`config.mk`:
```
export PLATFORM = sky130hd
export DESIGN_NAME = ps2_key_buttons_flat
export DESIGN_NICKNAME = d
export VERILOG_FILES = /design/src/rtl/ps2_key_buttons_pkg.sv /design/src/rtl/ps2_key_buttons_if.sv /design/src/rtl/ps2_key_buttons_key_channel.sv /design/src/rtl/ps2_key_buttons.sv /design/src/flat_wrapper.sv
export SDC_FILE = /design/constraint.sdc
export NUM_CORES = 1
export LEC_CHECK = 0
export BUFFER_PORTS_ARGS = -buffer_cell sky130_fd_sc_hd__buf_2
export CAP_MARGIN = 20
export CORE_AREA = 2 2 39 41
export CTS_CLUSTER_SIZE = 8
export DETAILED_ROUTE_END_ITERATION = 6
export DIE_AREA = 0 0 41 43
export PLACE_DENSITY = 0.76
export SLEW_MARGIN = 20
export SYNTH_ARGS = -nofsm -noshare
export SYNTH_HDL_FRONTEND = slang
export SYNTH_HIERARCHICAL = 1
export SYNTH_SLANG_ARGS = --single-unit
export TNS_END_PERCENT = 5
```
`constraint.sdc`:
```
create_clock -name clk -period 2.8 [get_ports clk]
set_clock_uncertainty 0.1 [all_clocks]
set_input_delay 0.56 -clock clk [delete_from_list [all_inputs] [get_ports clk]]
set_output_delay 0.56 -clock clk [all_outputs]
set_load 0.1 [all_outputs]
```
`src/rtl/ps2_key_buttons_pkg.sv`:
```
// Shared constants and FSM state type for the PS/2 key-to-button conditioner.
// KEY_AUTOREPEAT_EN selects the DELAY/REPEAT states; otherwise a single HELD state.
package ps2_key_pkg;

  localparam logic [7:0] KEY_START_DEF = 8'h75;
  localparam logic [7:0] KEY_LEFT_DEF  = 8'h6B;
  localparam logic [7:0] KEY_RIGHT_DEF = 8'h74;

  // Channel indices double as the sw bit positions.
  localparam int CH_START = 0;
  localparam int CH_RIGHT = 1;
  localparam int CH_LEFT  = 2;
  localparam int NUM_CH   = 3;

`ifdef KEY_AUTOREPEAT_EN
  typedef enum logic [1:0] {ST_IDLE, ST_DELAY, ST_REPEAT} key_state_e;
`else
  typedef enum logic {ST_IDLE, ST_HELD} key_state_e;
`endif

endpackage

```
`src/rtl/ps2_key_buttons_if.sv`:
```
// Keycode event bus from the PS/2 recognizer: one-cycle keycode_ready strobe
// qualifying keycode, ext and make.
interface ps2_key_buttons_if;
  logic [7:0] keycode;
  logic       ext;
  logic       make;
  logic       keycode_ready;

  modport master (output keycode, ext, make, keycode_ready);
  modport slave  (input  keycode, ext, make, keycode_ready);
endinterface

```
`src/rtl/ps2_key_buttons_key_channel.sv`:
```
// One button channel: key-held flag, press/auto-repeat FSM and registered outputs.
// Auto-repeat exists only when KEY_AUTOREPEAT_EN is defined and ALLOW_REPEAT=1.
module key_channel
  import ps2_key_pkg::*;
#(
  parameter int ALLOW_REPEAT  = 1,
  parameter int REPEAT_DELAY  = 12_500_000,
  parameter int REPEAT_PERIOD = 2_500_000,
  parameter int CNT_W         = 26
) (
  input  logic clk,
  input  logic reset,
  input  logic make_i,
  input  logic break_i,
  input  logic sw_i,
  output logic held_o,
  output logic strobe_o
);

  if (ALLOW_REPEAT < 0 || ALLOW_REPEAT > 1 || REPEAT_DELAY < 1 || REPEAT_PERIOD < 1 ||
      CNT_W < 1 || CNT_W > 32 ||
      64'(REPEAT_DELAY - 1) >= (64'd1 << CNT_W) ||
      64'(REPEAT_PERIOD - 1) >= (64'd1 << CNT_W)) begin : g_bad_params
    $error("key_channel: invalid repeat parameters");
  end

  logic       key_held_q, key_held_d;
  logic       level_q, level_d;
  logic       strobe_q, strobe_d;
  key_state_e state_q, state_d;

  // NOTE: every signal written in always_comb gets a default first, so no latch is inferred.
  always_comb begin
    key_held_d = key_held_q;
    if (make_i)       key_held_d = 1'b1;
    else if (break_i) key_held_d = 1'b0;
  end

  // The next-cycle level feeds the FSM so the strobe and held output rise together.
  assign level_d = key_held_d | sw_i;

`ifdef KEY_AUTOREPEAT_EN
  localparam logic [CNT_W-1:0] DELAY_LAST  = CNT_W'(REPEAT_DELAY - 1);
  localparam logic [CNT_W-1:0] PERIOD_LAST = CNT_W'(REPEAT_PERIOD - 1);

  logic [CNT_W-1:0] cnt_q, cnt_d;

  always_comb begin
    state_d  = state_q;
    cnt_d    = cnt_q;
    strobe_d = 1'b0;
    if (!level_d) begin
      state_d = ST_IDLE;
      cnt_d   = '0;
    end else begin
      unique case (state_q)
        ST_IDLE: begin
          state_d  = ST_DELAY;
          strobe_d = 1'b1;
          cnt_d    = '0;
        end
        ST_DELAY: begin
          if (ALLOW_REPEAT != 0) begin
            if (cnt_q == DELAY_LAST) begin
              state_d  = ST_REPEAT;
              strobe_d = 1'b1;
              cnt_d    = '0;
            end else begin
              cnt_d = cnt_q + 1'b1;
            end
          end
        end
        ST_REPEAT: begin
          if (cnt_q == PERIOD_LAST) begin
            strobe_d = 1'b1;
            cnt_d    = '0;
          end else begin
            cnt_d = cnt_q + 1'b1;
          end
        end
        default: state_d = ST_IDLE;
      endcase
    end
  end

  always_ff @(posedge clk) begin
    if (reset) cnt_q <= '0;
    else       cnt_q <= cnt_d;
  end
`else
  always_comb begin
    state_d  = state_q;
    strobe_d = 1'b0;
    if (!level_d) begin
      state_d = ST_IDLE;
    end else if (state_q == ST_IDLE) begin
      state_d  = ST_HELD;
      strobe_d = 1'b1;
    end
  end
`endif

  // NOTE: registers use non-blocking assignment so every flop samples pre-edge values.
  always_ff @(posedge clk) begin
    if (reset) begin
      key_held_q <= 1'b0;
      level_q    <= 1'b0;
      strobe_q   <= 1'b0;
      state_q    <= ST_IDLE;
    end else begin
      key_held_q <= key_held_d;
      level_q    <= level_d;
      strobe_q   <= strobe_d;
      state_q    <= state_d;
    end
  end

  assign held_o   = level_q;
  assign strobe_o = strobe_q;

endmodule

```
`src/rtl/ps2_key_buttons.sv`:
```
// Turns PS/2 make/break events plus board switches into held button levels and
// press/step strobes. KEY_AUTOREPEAT_EN enables left/right auto-repeat.
module ps2_key_buttons
  import ps2_key_pkg::*;
#(
  parameter logic [7:0] KEY_START     = KEY_START_DEF,
  parameter logic [7:0] KEY_LEFT      = KEY_LEFT_DEF,
  parameter logic [7:0] KEY_RIGHT     = KEY_RIGHT_DEF,
  parameter bit         REQUIRE_EXT   = 1'b0,
  parameter int         REPEAT_DELAY  = 12_500_000,
  parameter int         REPEAT_PERIOD = 2_500_000,
  parameter int         CNT_W         = 26
) (
  input  logic                    clk,
  input  logic                    reset,
  ps2_key_buttons_if.slave        key_bus,
  input  logic [NUM_CH-1:0]       sw,
  output logic                    game_start,
  output logic                    right_button,
  output logic                    left_button,
  output logic                    start_pulse,
  output logic                    right_step,
  output logic                    left_step
);

  function automatic logic [7:0] ch_code(input int ch);
    case (ch)
      CH_START: return KEY_START;
      CH_RIGHT: return KEY_RIGHT;
      CH_LEFT:  return KEY_LEFT;
      default:  return 8'h00;
    endcase
  endfunction

  // Two-flop synchronizer per switch bit; switches are asynchronous to clk.
  logic [NUM_CH-1:0] sw_meta_q, sw_sync_q;

  always_ff @(posedge clk) begin
    if (reset) begin
      sw_meta_q <= '0;
      sw_sync_q <= '0;
    end else begin
      sw_meta_q <= sw;
      sw_sync_q <= sw_meta_q;
    end
  end

  logic              ev_valid;
  logic [NUM_CH-1:0] held, strobe;

  assign ev_valid = key_bus.keycode_ready && (!REQUIRE_EXT || key_bus.ext);

  for (genvar g = 0; g < NUM_CH; g++) begin : g_ch
    localparam logic [7:0] CODE = ch_code(g);
    logic hit;
    assign hit = ev_valid && (key_bus.keycode == CODE);

    key_channel #(
      .ALLOW_REPEAT  ((g == CH_START) ? 0 : 1),
      .REPEAT_DELAY  (REPEAT_DELAY),
      .REPEAT_PERIOD (REPEAT_PERIOD),
      .CNT_W         (CNT_W)
    ) u_key_channel (
      .clk      (clk),
      .reset    (reset),
      .make_i   (hit && key_bus.make),
      .break_i  (hit && !key_bus.make),
      .sw_i     (sw_sync_q[g]),
      .held_o   (held[g]),
      .strobe_o (strobe[g])
    );
  end

  assign game_start   = held[CH_START];
  assign right_button = held[CH_RIGHT];
  assign left_button  = held[CH_LEFT];
  assign start_pulse  = strobe[CH_START];
  assign right_step   = strobe[CH_RIGHT];
  assign left_step    = strobe[CH_LEFT];

endmodule
```
`src/flat_wrapper.sv`:
```
// flat-port wrapper written by rule: the top's interface ports become plain ports
module ps2_key_buttons_flat import ps2_key_pkg::*;
#(
  parameter logic [7:0] KEY_START     = KEY_START_DEF,
  parameter logic [7:0] KEY_LEFT      = KEY_LEFT_DEF,
  parameter logic [7:0] KEY_RIGHT     = KEY_RIGHT_DEF,
  parameter bit         REQUIRE_EXT   = 1'b0,
  parameter int         REPEAT_DELAY  = 12_500_000,
  parameter int         REPEAT_PERIOD = 2_500_000,
  parameter int         CNT_W         = 26
)
  (clk, reset, sw, game_start, right_button, left_button, start_pulse, right_step, left_step, key_bus_keycode, key_bus_ext, key_bus_make, key_bus_keycode_ready);
  ps2_key_buttons_if key_bus_i ();
  input  logic clk;
  input  logic reset;
  input  logic [NUM_CH-1:0] sw;
  output logic game_start;
  output logic right_button;
  output logic left_button;
  output logic start_pulse;
  output logic right_step;
  output logic left_step;
  input wire logic [$bits(key_bus_i.keycode)-1:0] key_bus_keycode;
  input wire logic [$bits(key_bus_i.ext)-1:0] key_bus_ext;
  input wire logic [$bits(key_bus_i.make)-1:0] key_bus_make;
  input wire logic [$bits(key_bus_i.keycode_ready)-1:0] key_bus_keycode_ready;
  assign key_bus_i.keycode = key_bus_keycode;
  assign key_bus_i.ext = key_bus_ext;
  assign key_bus_i.make = key_bus_make;
  assign key_bus_i.keycode_ready = key_bus_keycode_ready;
  ps2_key_buttons #(.KEY_START(KEY_START), .KEY_LEFT(KEY_LEFT), .KEY_RIGHT(KEY_RIGHT), .REQUIRE_EXT(REQUIRE_EXT), .REPEAT_DELAY(REPEAT_DELAY), .REPEAT_PERIOD(REPEAT_PERIOD), .CNT_W(CNT_W)) u_core (.clk(clk), .reset(reset), .key_bus(key_bus_i), .sw(sw), .game_start(game_start), .right_button(right_button), .left_button(left_button), .start_pulse(start_pulse), .right_step(right_step), .left_step(left_step));
endmodule
```
==> flow_summary.json, run 1 <==
{
  "synth_most_common_cell": "dfxtp_1",
  "avgRoutedWirePerCell_um": 9.34,
  "timing.rr.end": "u_core/g_ch[2].u_key_channel/strobe_o$_SDFF_PP0_",
  "cp-end-kind": "primary output",
  "syn_area_um2": 573,
  "yosys.area.top_type": "dfxtp_1",
  "slew_violations": 0,
  "r2r_setup_slack_ps": 2030,
  "holdPathEnd": "u_core/g_ch[0].u_key_channel/strobe_o$_SDFF_PP0_",
  "worst_slew_pin_slew_ps": 484,
  "grt_pass1_wl_mm": 1.44,
  "p_leak_uw": 0.000286,
  "ioPinCount": 22,
  "use_met1_pct": 16.6,
  "clock_latency_ps": 260,
  "p_seq_share_pct": 57.9,
  "ys_ff_latch": 15,
  "ys_seq_area_share_pct": 52.4,
  "synth_area_per_cell_um2": 11.0,
  "synthesis.nets": 68,
  "drive_gt1_share_pct": 39.5,
  "fmax_ghz": 0.587,
  "setup_viol": 0,
  "yosys.area.top_type_share_pct": 52.4,
  "setup_tns_ps": 0,
  "grt_max_degree": 16,
  "clock-sinks": 15,
  "synthTopCellsByArea": "dfxtp_1, nand2b_4, a211oi_2",
  "hold_violations": 0,
  "combPwrFrac_pct": 12.5,
  "vias_per_cell": 4.68,
  "postSynth.asyncResetShare_pct": 0,
  "yosys_warnings": 6,
  "htreeDepth": 1,
  "switching_share_pct": 23.9,
  "busiest_layer": "met1",
  "p_per_area_mw_per_mm2": 531,
  "critPathSlowestCell": "buf_2",
  "holdPathStages": 1,
  "hold_buffers": 0,
  "drtIter0Drc": 4,
  "antenna_found_initial": 0,
  "root_buffer": "clkbuf_4",
  "initial_utilization_pct": 41.4,
  "cts.clk_slew.worst_paths_ps": 80,
  "core-area_mm2": 0.00138,
  "ys.flop_type": "dfxtp_1",
  "critical_path.cell_chain": "buf_2",
  "intPower_uw": 291,
  "rows": 14,
  "antenna_left": 0,
  "cp_data_arrival_time_ps": 1040,
  "syn_inst": 52,
  "critical_path_buf_inv_count": 1,
  "ctsResizeCount": 0,
  "cts_tree": "yes",
  "drv_cap": 0,
  "ir_drop_uv": 297,
  "reg2reg_depth": 2,
  "outcome": "complete, no violations",
  "drtPass1Iterations": 4,
  "nNetsFinal": 93,
  "track_usage_pct": 11.9,
  "crit_family": "buffers and inverters",
  "die_x_um": 41,
  "clkPwrFrac_pct": 29.6,
  "post_cts_buffers": 0,
  "hold_slack_ps": 317,
  "finish.utilization_pct": 52.0,
  "use_met2_pct": 15.3,
  "cp-start-kind": "flop",
  "synth_edf_count": 0,
  "port_buffers": 20,
  "worstSetupPathType": "flop to primary output",
  "dpl.hpwl_um": 688,
  "diodes": 0,
  "power_switching_uw": 91.4,
  "place_congestion": 0.657,
  "hold_start": "u_core/g_ch[0].u_key_channel/held_o$_SDFF_PP0_",
  "drt-total-wl_um": 859,
  "period_share_pct": 60.8,
  "crit_required_ps": 2140,
  "drcViolationCount": 0,
  "grt_overflow_total": 0,
  "dieArea_mm2": 0.00176,
  "clk_path_buf_depth": 2,
  "vias": 431,
  "grtUsageMet3_pct": 3.14,
  "max_stage_delay_ps": 430,
  "yosysUniqueCellTypes": 13,
  "layout-area-overhead-vs-synth_pct": 25.5,
  "grt_pass1_vias": 383,
  "relSlewSlack_pct": 67.9,
  "cts_buffers": 3,
  "period_needed_ps": 1700,
  "min_path_type": "flop to flop",
  "worstReg2RegStart": "u_core/g_ch[2].u_key_channel/key_held_q$_SDFF_PP0_",
  "cp_max_fo": 2,
  "chipHeight_um": 43,
  "synthTopCellsByCount": "dfxtp_1, a21oi_1, nor2b_1, nor4_1, inv_1",
  "rsz0062_at_grt": "false"
}
## cell families (layout without fill, tap and decap cells)
group | after synthesis | after routing | synth area share, %
simple gates | 23 | 23 | 32.5
flops | 15 | 15 | 52.4
compound gates | 9 | 9 | 11.8
buf+inv | 5 | 29 | 3.28
## per-layer routing
| metal | part of all wire [%] | vias up |
|---|---|---|
| met5 | 0 | - |
| met2 | 41 | 17 |
| met4 | 1.0 | 0 |
| met3 | 11 | 2 |
| met1 | 48 | 182 |
| li1 | - | 230 |
## worst max path at each step
stage	depth (start not counted)	end	start	slack, ps
floorplan	0	game_start	u_core/g_ch[0].u_key_channel/held_o$_SDFF_PP0_	1200
global placement	5	u_core/g_ch[1].u_key_channel/strobe_o$_SDFF_PP0_	key_bus_keycode[1]	1040
detailed placement	5	u_core/g_ch[2].u_key_channel/strobe_o$_SDFF_PP0_	key_bus_keycode[4]	1020
CTS	1	left_button	u_core/g_ch[2].u_key_channel/held_o$_SDFF_PP0_	1080
global route	1	right_button	u_core/g_ch[1].u_key_channel/held_o$_SDFF_PP0_	1030
finish	1	left_button	u_core/g_ch[2].u_key_channel/held_o$_SDFF_PP0_	1100
## metrics by stage
stage	std cells	cell area (µm²)	total power, µW	setup slack, ps
after floorplan	52	573	255	1200
after global placement	88	693	273	1040
after detailed placement	88	693	274	1020
after CTS	92	719	388	1080
after global routing	92	719	403	1030
final	92	719	382	1100
## layout make-up
class,instances,area (µm²)
Fill cell,132,664
Sequential cell,15,300
Multi-Input combinational cell,32,254
Timing Repair Buffer,20,100
Clock buffer,4,26.3
Tap cell,16,20.0
Inverter,5,18.8
## cell usage in the layout (no fill, tap or decap)
cell,synthesis,final
clkbuf_4,0,3
nand4bb_4,1,1
a21oi_1,6,6
a211oi_2,3,3
nor2b_1,6,6
nor4_1,6,6
nand2b_4,3,3
inv_1,5,5
nand3b_1,1,1
dfxtp_1,15,15
nand2_1,1,1
clkbuf_1,0,1
buf_2,0,20
nand4bb_1,1,1
nand4b_1,1,1
nor2_1,3,3
## sequential cells by signal, indices dropped and copies added, names as in the netlist
name	flops
u_core/g_ch.u_key_channel/held_o	3
u_core/sw_sync_q	3
u_core/g_ch.u_key_channel/key_held_q	3
u_core/g_ch.u_key_channel/strobe_o	3
u_core/sw_meta_q	3
## power groups by stage
stage	logic, µW	registers, µW	clock network (µW)
after floorplan	11.8	244	0
after global placement	47.0	226	0
after detailed placement	48.0	226	0
after CTS	48.1	221	119
after global routing	51.7	222	129
final	47.6	221	113
Power figures use the tool's default switching activity.
==> run 2, diff against run 1 <==
Settings changed: CORE_AREA 2 2 39 41 to not set, CORE_UTILIZATION set to 40, DIE_AREA 0 0 41 43 to not set, PLACE_DENSITY 0.76 to 0.74.
Clock period 2.8 ns to 1.5 ns, I/O delays scaled along.
==> run 2 against run 1 <==
Cell count fell by 1.1%. Global-route usage rose by 3.4 points. Sequential cell count did not move. Clock power rose by 94%. Highest routed layer unchanged.
==> flow_summary.json, run 2 (synthesis gave the netlist of run 1 again) <==
{
  "clk_path_buf_depth": 2,
  "chipHeight_um": 39.9,
  "clock_latency_ps": 270,
  "relSlewSlack_pct": 67.7,
  "diodes": 0,
  "cts.clk_slew.worst_paths_ps": 80,
  "cp_data_arrival_time_ps": 1060,
  "drtIter0Drc": 8,
  "max_stage_delay_ps": 430,
  "critical_path.cell_chain": "buf_2",
  "root_buffer": "clkbuf_4",
  "rsz0062_at_grt": "false",
  "initial_utilization_pct": 43.5,
  "crit_required_ps": 1100,
  "fmax_ghz": 0.686,
  "cp-end-kind": "primary output",
  "critical_path_buf_inv_count": 1,
  "die_x_um": 39.9,
  "post_cts_buffers": 0,
  "core-area_mm2": 0.00132,
  "min_path_type": "input port to flop",
  "period_needed_ps": 1460,
  "ir_drop_uv": 614,
  "ctsResizeCount": 0,
  "p_leak_uw": 0.000286,
  "critPathSlowestCell": "buf_2",
  "clock-sinks": 15,
  "crit_family": "buffers and inverters",
  "worst_slew_pin_slew_ps": 489,
  "hold_slack_ps": 131,
  "cts_buffers": 3,
  "place_congestion": 0.664,
  "vias_per_cell": 4.95,
  "grt_pass1_wl_mm": 1.52,
  "antenna_found_initial": 0,
  "nNetsFinal": 93,
  "drive_gt1_share_pct": 39.5,
  "final_common_cell": "buf_2",
  "rows": 13,
  "htreeDepth": 1,
  "vias": 450,
  "cp-start-kind": "flop",
  "hold_violations": 0,
  "antenna_left": 0,
  "dpl.hpwl_um": 783,
  "drt-total-wl_um": 982,
  "hold_buffers": 0,
  "cts_tree": "yes",
  "layout-area-overhead-vs-synth_pct": 25.3,
  "period_share_pct": 97.2,
  "setup_viol": 0,
  "cp_max_fo": 2,
  "mostFrequentLayoutCells": "buf_2, dfxtp_1, nor4_1, nor2b_1, a21oi_1",
  "port_buffers": 20,
  "worstSetupPathType": "flop to primary output",
  "drcViolationCount": 0,
  "dieArea_mm2": 0.00159,
  "track_usage_pct": 15.2,
  "grt_overflow_total": 0,
  "drtPass1Iterations": 4,
  "avgRoutedWirePerCell_um": 10.8,
  "p_per_area_mw_per_mm2": 1010,
  "grt_pass1_vias": 403,
  "outcome": "complete, no violations",
  "grt_max_degree": 16,
  "slew_violations": 0,
  "finish.utilization_pct": 54.5,
  "drv_cap": 0,
  "ioPinCount": 22
}
run 2: cell counts in the layout (fill, tap and decap cells not counted):
No cell type changed its count.
run 2: layout make-up:
cell class	count	area (µm²)
clock buffer	4	26.3
fill	125	599
inverter	5	18.8
multi-input combinational	32	254
sequential	15	300
tap	15	18.8
timing repair buffer	20	100
run 2: final timing paths:
check	startpoint	end	slack [ps]	depth (start not counted)
setup / recovery	u_core/g_ch[1].u_key_channel/held_o$_SDFF_PP0_	right_button	40	1
hold / removal	sw[0]	u_core/sw_meta_q[0]$_SDFF_PP0_	130	2
setup reg to reg	u_core/sw_sync_q[1]$_SDFF_PP0_	u_core/g_ch[1].u_key_channel/held_o$_SDFF_PP0_	720	2
hold reg to reg	u_core/g_ch[2].u_key_channel/held_o$_SDFF_PP0_	u_core/g_ch[2].u_key_channel/strobe_o$_SDFF_PP0_	320	1
run 2: metal layers:
layer	GRT usage [%]	share of wire (%)
met2	25.8	51
met3	3.98	6.3
met1	16.2	42
met5	0	0
met4	10.3	0.51
run 2: metrics by stage:
step	setup TNS, ps	area [µm²]	total power, µW	setup slack, ps	std cells
after floorplan	0	573	477	161	52
after global placement	0	692	511	8.90	87
after detailed placement	-21.7	692	514	-13.1	87
after CTS	0	718	733	26.3	91
after global routing	0	718	756	0.418	91
final	0	718	722	41.6	91
run 2: where the power goes:
| group | internal, µW | switching, µW |
|---|---|---|
| Combinational | 30.2 | 60.7 |
| Clock | 103 | 116 |
| Sequential | 410 | 3.27 |
| Total | 543 | 180 |
